### config.mk
export PLATFORM = sky130hd
export DESIGN_NAME = sr_drive_ctrl
export DESIGN_NICKNAME = d
export VERILOG_FILES = /design/src/rtl/sr_drive_ctrl.sv
export SDC_FILE = /design/constraint.sdc
export NUM_CORES = 1
export LEC_CHECK = 0
export BUFFER_PORTS_ARGS = -buffer_cell sky130_fd_sc_hd__buf_2
export CORE_MARGIN = 5
export CORE_UTILIZATION = 51
export DETAILED_ROUTE_END_ITERATION = 6
export PLACE_DENSITY = 0.73
export SYNTH_ARGS = -nofsm -noshare
export SYNTH_HDL_FRONTEND = slang
export SYNTH_SLANG_ARGS = --single-unit
### constraint.sdc
create_clock -name clk -period 1.7 [get_ports clk]
set_input_delay 0 -clock clk [delete_from_list [all_inputs] [get_ports clk]]
set_output_delay 0 -clock clk [all_outputs]
set_load 0.1 [all_outputs]
### src/rtl/sr_drive_ctrl.sv
// sr_drive_ctrl: debounced, conflict-safe pulse driver for a downstream clocked SR latch.
//
// Ports:
//   clk       in   single clock, all state updates on the rising edge
//   rst       in   synchronous active-high reset
//   set_req   in   raw asynchronous set request (button/switch)
//   clr_req   in   raw asynchronous clear request (button/switch)
//   C         out  latch enable, high only during the drive pulse
//   S_n       out  active-low set drive, low only during a SET pulse
//   R_n       out  active-low reset drive, low only during a CLR pulse
//   busy      out  high whenever the FSM is not in IDLE
//   conflict  out  one-cycle pulse when both requests are seen together
//   q_shadow  out  model of the downstream latch Q
//
// Optional feature: define SR_DRIVE_SHADOW_EN to build the q_shadow register;
// otherwise q_shadow is tied to 0.
module sr_drive_ctrl #(
    parameter int DB_CYCLES    = 4,
    parameter int PULSE_CYCLES = 2
) (
    input  logic clk,
    input  logic rst,
    input  logic set_req,
    input  logic clr_req,
    output logic C,
    output logic S_n,
    output logic R_n,
    output logic busy,
    output logic conflict,
    output logic q_shadow
);
    typedef enum logic [1:0] {IDLE, DEBOUNCE, PULSE, WAIT_REL} state_t;

    localparam logic [7:0] DB_LAST    = 8'(DB_CYCLES);
    localparam logic [7:0] PULSE_LAST = 8'(PULSE_CYCLES - 1);

    state_t     state, nxt;
    logic [1:0] s_sync, c_sync;
    logic       ss, cs;
    logic [7:0] cnt, cnt_nxt;
    logic       dir, dir_nxt;
    logic       conf_nxt;
    logic       req_held;

    assign ss = s_sync[1];
    assign cs = c_sync[1];

    // Request being debounced, as selected by the recorded direction (1 = SET).
    assign req_held = dir ? ss : cs;

    always_ff @(posedge clk) begin
        if (rst) begin
            s_sync <= 2'b00;
            c_sync <= 2'b00;
        end else begin
            s_sync <= {s_sync[0], set_req};
            c_sync <= {c_sync[0], clr_req};
        end
    end

    always_ff @(posedge clk) begin
        if (rst) begin
            state <= IDLE;
            cnt   <= 8'd0;
            dir   <= 1'b0;
        end else begin
            state <= nxt;
            cnt   <= cnt_nxt;
            dir   <= dir_nxt;
        end
    end

    always_comb begin
        nxt      = state;
        cnt_nxt  = cnt;
        dir_nxt  = dir;
        conf_nxt = 1'b0;
        case (state)
            IDLE: begin
                if (ss && cs) begin
                    nxt      = WAIT_REL;
                    conf_nxt = 1'b1;
                end else if (ss || cs) begin
                    nxt     = DEBOUNCE;
                    dir_nxt = ss;
                    cnt_nxt = 8'd1;
                end
            end
            DEBOUNCE: begin
                if (ss && cs) begin
                    nxt      = WAIT_REL;
                    conf_nxt = 1'b1;
                    cnt_nxt  = 8'd0;
                end else if (req_held) begin
                    if (cnt >= DB_LAST) begin
                        nxt     = PULSE;
                        cnt_nxt = 8'd0;
                    end else begin
                        cnt_nxt = (cnt == 8'hff) ? cnt : cnt + 8'd1;
                    end
                end else begin
                    // Recorded request dropped: abandon this press without a pulse.
                    nxt     = IDLE;
                    cnt_nxt = 8'd0;
                end
            end
            PULSE: begin
                if (cnt >= PULSE_LAST) begin
                    nxt     = WAIT_REL;
                    cnt_nxt = 8'd0;
                end else begin
                    cnt_nxt = (cnt == 8'hff) ? cnt : cnt + 8'd1;
                end
            end
            WAIT_REL: nxt = (!ss && !cs) ? IDLE : WAIT_REL;
            default: begin
                nxt     = IDLE;
                cnt_nxt = 8'd0;
            end
        endcase
    end

    // Outputs are registered from the next state so they change only on clk
    // edges, and S_n/R_n are mutually exclusive by construction via dir.
    always_ff @(posedge clk) begin
        if (rst) begin
            C        <= 1'b0;
            S_n      <= 1'b1;
            R_n      <= 1'b1;
            busy     <= 1'b0;
            conflict <= 1'b0;
        end else begin
            C        <= (nxt == PULSE);
            S_n      <= !((nxt == PULSE) && dir_nxt);
            R_n      <= !((nxt == PULSE) && !dir_nxt);
            busy     <= (nxt != IDLE);
            conflict <= conf_nxt;
        end
    end

`ifdef SR_DRIVE_SHADOW_EN
    logic q_r;

    // Updated on the edge that enters PULSE, i.e. visible on the first pulse cycle.
    always_ff @(posedge clk) begin
        if (rst)
            q_r <= 1'b0;
        else if (nxt == PULSE && state != PULSE)
            q_r <= dir;
    end

    assign q_shadow = q_r;
`else
    assign q_shadow = 1'b0;
`endif

endmodule

* Yosys cells after proc, flatten, opt, wreduce, memory -nomap -nowiden *
Cells that the tools add are included.

word-level totals
  register bits = 20
  input port bits = 4
  output and inout bits = 6
  word-level logic and storage cells = 58

operators by class
  $add $sub $neg = 1
  $lt $le $gt $ge = 2
  equality and inequality tests = 7
  mux-type cells = 21
  bitwise logic cells = 1
  reductions and logical operators = 16

operator list
  operator             number
  $mux 8               7
  $pmux 8 s3           1
  $mux 2               7
  $add 8x1->8 const B  1
  $eq 8x8->1 const B   1
  $ge 8x1->1 const B   1
  $ge 8x3->1 const B   1
  $pmux 2 s4           1
  $eq 2x2->1 const B   3
  $logic_not 1->1      5
  $mux 1               5
  $logic_and 1x1->1    4
  $ne 2x2->1 const B   2
  $reduce_or 2->1      2
  $reduce_and 3->1     1
  $reduce_bool 3->1    1
  $eq 2x1->1 const B   1
  $logic_not 2->1      1
  $reduce_bool 2->1    1
  $logic_or 1x1->1     1
  $not 1->1            1

* Longest topological paths before layout *
  depth in word-level cells = 8
  depth in mapped cells = 8
  gate-level depth less buffers = 7

* Least setup slack after synthesis *
OpenSTA, ideal clock, no wires.

  path type = register to register
  from = register state[1]
  to = register R_n
  setup time = 0.125 ns
  data arrival time = 1.600 ns
  required time = 1.575 ns
  slack = -0.024 ns
  stages on the path, launching flop included = 7
  path buffers = 0
  period minus slack after synthesis = 1.724 ns
  path through = dfxtp_1 > inv_1 > ha_1 > or3b_2 > o221a_2 > nor2_1 > nand3_1

on the way
  cells in the longest elaborated chain, start to end = 7
  elaborated cells on any way between the ends = 16
  classes of those cells = eq/ne: 4; mux: 8; reduce/logical: 4

ends and longest elaborated chain
  element                 line  source
  from (decl)             37    state_t state, nxt;
  from (signal assigned)  67    state <= nxt;
  $mux 2                  95    if (cnt >= DB_LAST) begin
  $mux 2                  94    end else if (req_held) begin
  $mux 2                  90    if (ss && cs) begin
  $pmux 2 s4              78    case (state)
  $eq 2x2->1              135   R_n <= !((nxt == PULSE) && !dir_nxt);
  $logic_and 1x1->1 (*)   135
  $logic_not 1->1 (*)     135
  to (signal assigned)    135
  to (decl)               27    output logic R_n,

Every way passes the cells marked *; elsewhere a longest branch is shown, timed or not.
A chain may end at the register's enable or synchronous reset.

* Worst setup path in the final report *
  from = register cnt[2]
  to = register C

on the way
  cells in the longest elaborated chain, start to end = 6
  elaborated cells on any way between the ends = 8
  classes of those cells = order compare: 2; eq/ne: 1; mux: 5

ends and longest elaborated chain
  element                 line  source
  from (decl)             40    logic [7:0] cnt, cnt_nxt;
  from (signal assigned)  68    cnt <= cnt_nxt;
  $ge 8x3->1              95
  $mux 2                  95
  $mux 2                  94
  $mux 2                  90
  $pmux 2 s4 (*)          78
  $eq 2x2->1 (*)          133   C <= (nxt == PULSE);
  to (signal assigned)    133
  to (decl)               25    output logic C,

Marked as above.

==> metrics.txt <==
Finished Core Util=68.1%; outcome=finished, violations left; Final min period=1790 ps; first-pass GRT wire length=3.49 mm; depth of the worst register-to-register path=5; Hold Vio Cnt, Final=0; asr flop ratio synth=0%; effective utilization at floorplan=52.7%; clock buffer count from CTS=3; RSZ-0062 raised after global routing=yes; crit end category=register; register bit count reported by yosys=20; CP Launch Type=register; DRC violations left=0; vias=835; total gr overflow=0; # setup viols final=4; Slowest Stage Delay on Critical Path=600 ps; slowest CP cell=or4_4; hold wc startpoint=rst; clock root buffer=clkbuf_4; largest net degree at the start of global routing=15; via count of the first global-routing pass=801; number of synthesized flops with an enable pin=0; Cell variety after synth=37; H-tree depth=1; setup slack, reg-to-reg=-90 ps; DRT iter0 DRCs=23; PnR Total Power=1000 uW; setup ws final=-85.6 ps; io pins=10; failing checks=setup timing; worst-path maximum fanout=5; Clk pin slew, worst setup/hold paths=110 ps; cell taking the most area after synthesis=dfxtp_1; Fin Setup TNS=-160 ps; DIE WIDTH=54.6 um; f_max=560 MHz; Min-Delay Endpoint=s_sync[0]; core area=1920 um2; clk_lat worst skew=290 ps; n_diodes=0; Non-Filler Instances=156; top cells by count, synth=20 x dfxtp_1, 10 x nor2_1, 9 x a21oi_1, 9 x ha_1, 6 x and2_1; Clock Skews=11.3 ps; routability congestion estimate=0.777; most common cell in the synthesized netlist=dfxtp_1; worst-path cell chain=or4_4 -> nor4b_4 -> o2bb2ai_2 -> a22o_4 -> and2_1; Min-Delay Path Depth=2; crit path launch=cnt[2]; Worst EP required=1890 ps; DR WL/cell=14.6 um; Nets=144; Vert. Die Dim=54.6 um; Area growth syn-to-layout=29.1%; Max-cap violations=0; Synth Cell Area=1010 um2; clock buffer depth=2; worst setup path class=register to register; Power Density=768 nW/um2; post-route clock period utilization=105%; Sink Count=20; max-slew violation count=0; Syn Inst Count=108; RR Startpoint=cnt[2]; synth top area cells=dfxtp_1 40%, ha_1 11%, a21oi_1 4.4%; Total Wirelength=2.28 mm; TritonRoute pass-1 iters=4; Data arrival, critical path=1970 ps; share of layout cells above drive strength 1=37.2%; DRT antenna net count=0; HP Class=input port to register; register area share after synthesis=39.5%; Ys Warns=0; top-area cell type share of the netlist area=39.5%; worst IR drop on VDD=0.581 mV; static leakage=0.000536 uW; syn_nets=121; Rows=16; Top FF cell, synth=dfxtp_1; post-placement cell count=150; Syn Area/Cell=9.38 um2; CTS tree=built; Reg2Reg Capture Point=C; vias per cell=5.35; PortBufs=8; post-DP HPWL=1.57 mm; total track usage=16.4%; Die Area=2980 um2; initial antenna violation count=0
==> per-layer routing <==
metal	wire length [um]	part of all wire (%)	track usage (%)
met5	0	0	0
met2	1130	50	27.6
met4	18	0.79	6.64
met1	1080	47	20.3
met3	53	2.3	3.27
==> worst max path at each step <==
| stage | end | slack (ps) | cells past startpoint |
|---|---|---|---|
| 6_report | C | -90 | 5 |
| 5_1_grt | C | -140 | 5 |
| 4_1_cts | C | -90 | 5 |
| 3_5_place_dp | R_n | -80 | 6 |
| 3_3_place_gp | busy | -80 | 5 |
| 2_1_floorplan | C | 7 | 5 |
==> critical path, delay by kind of cell (launching register included) <==
| kind | cells | cell delay, ps |
|---|---|---|
| AND/OR/NAND/NOR | 3 | 1000 |
| flip-flops | 1 | 340 |
| AO/OA/AOI/OAI | 2 | 340 |
==> where the power goes <==
part,switching (uW),internal [uW]
clock,134,82.2
combinational,174,113
sequential,13.5,488
==> stage by stage <==
step / setup WS [ps] / hold slack [ps] / instance area [um2]
detailed placement: -77.4 / 218 / 1160
floorplan: 6.52 / 69.8 / 1030
finish: -85.6 / 73.1 / 1310
global route: -140 / 88.2 / 1310
CTS: -90.7 / 60.5 / 1210
global placement: -77.1 / 216 / 1160
==> cell families (layout without fill, tap and decap cells) <==
group,count (synthesis),count (layout),share of synthesized area (%)
flops,20,20,39.5
fa+ha+maj,9,9,11.1
mux,2,2,2.10
other cells,1,1,0.370
xor+xnor,1,1,0.864
simple gates,44,44,25.9
buf+inv,10,31,5.19
compound gates,21,21,14.9
==> sequential cells by signal, indices dropped and copies added (netlist names) <==
name,count
s_sync,2
dir,1
S_n,1
state,2
conflict,1
C,1
busy,1
R_n,1
c_sync,2
cnt,8
==> timing repair <==
action,CTS,global route
setup buffers,0,1
endpoints found under the setup margin,6,10
resized for setup,3,17
pin swaps,3,4
hold endpoints to repair,2,0
hold buffers,2,0
==> placed cells by master (no fill, tap or decap), types with 3 or more instances in the layout <==
cell,synthesis,layout
nor2_1,10,9
clkbuf_4,0,3
nor3_1,5,5
ha_1,9,5
and2_1,6,5
ha_2,0,3
nand2_1,4,4
dfxtp_1,20,15
inv_1,5,5
nor2b_1,4,4
a21oi_1,9,9
dfxtp_2,0,5
buf_4,4,13
buf_2,0,8
==> area by class of cell <==
class / instances / area, um2
repair buffers: 23 / 158
multi-input cells: 78 / 669
flip-flops and latches: 20 / 407
fillers: 163 / 613
inverters: 5 / 18.8
clock buffers: 3 / 22.5
well taps: 27 / 33.8
Note: power is estimated with default switching activity, not from simulation.
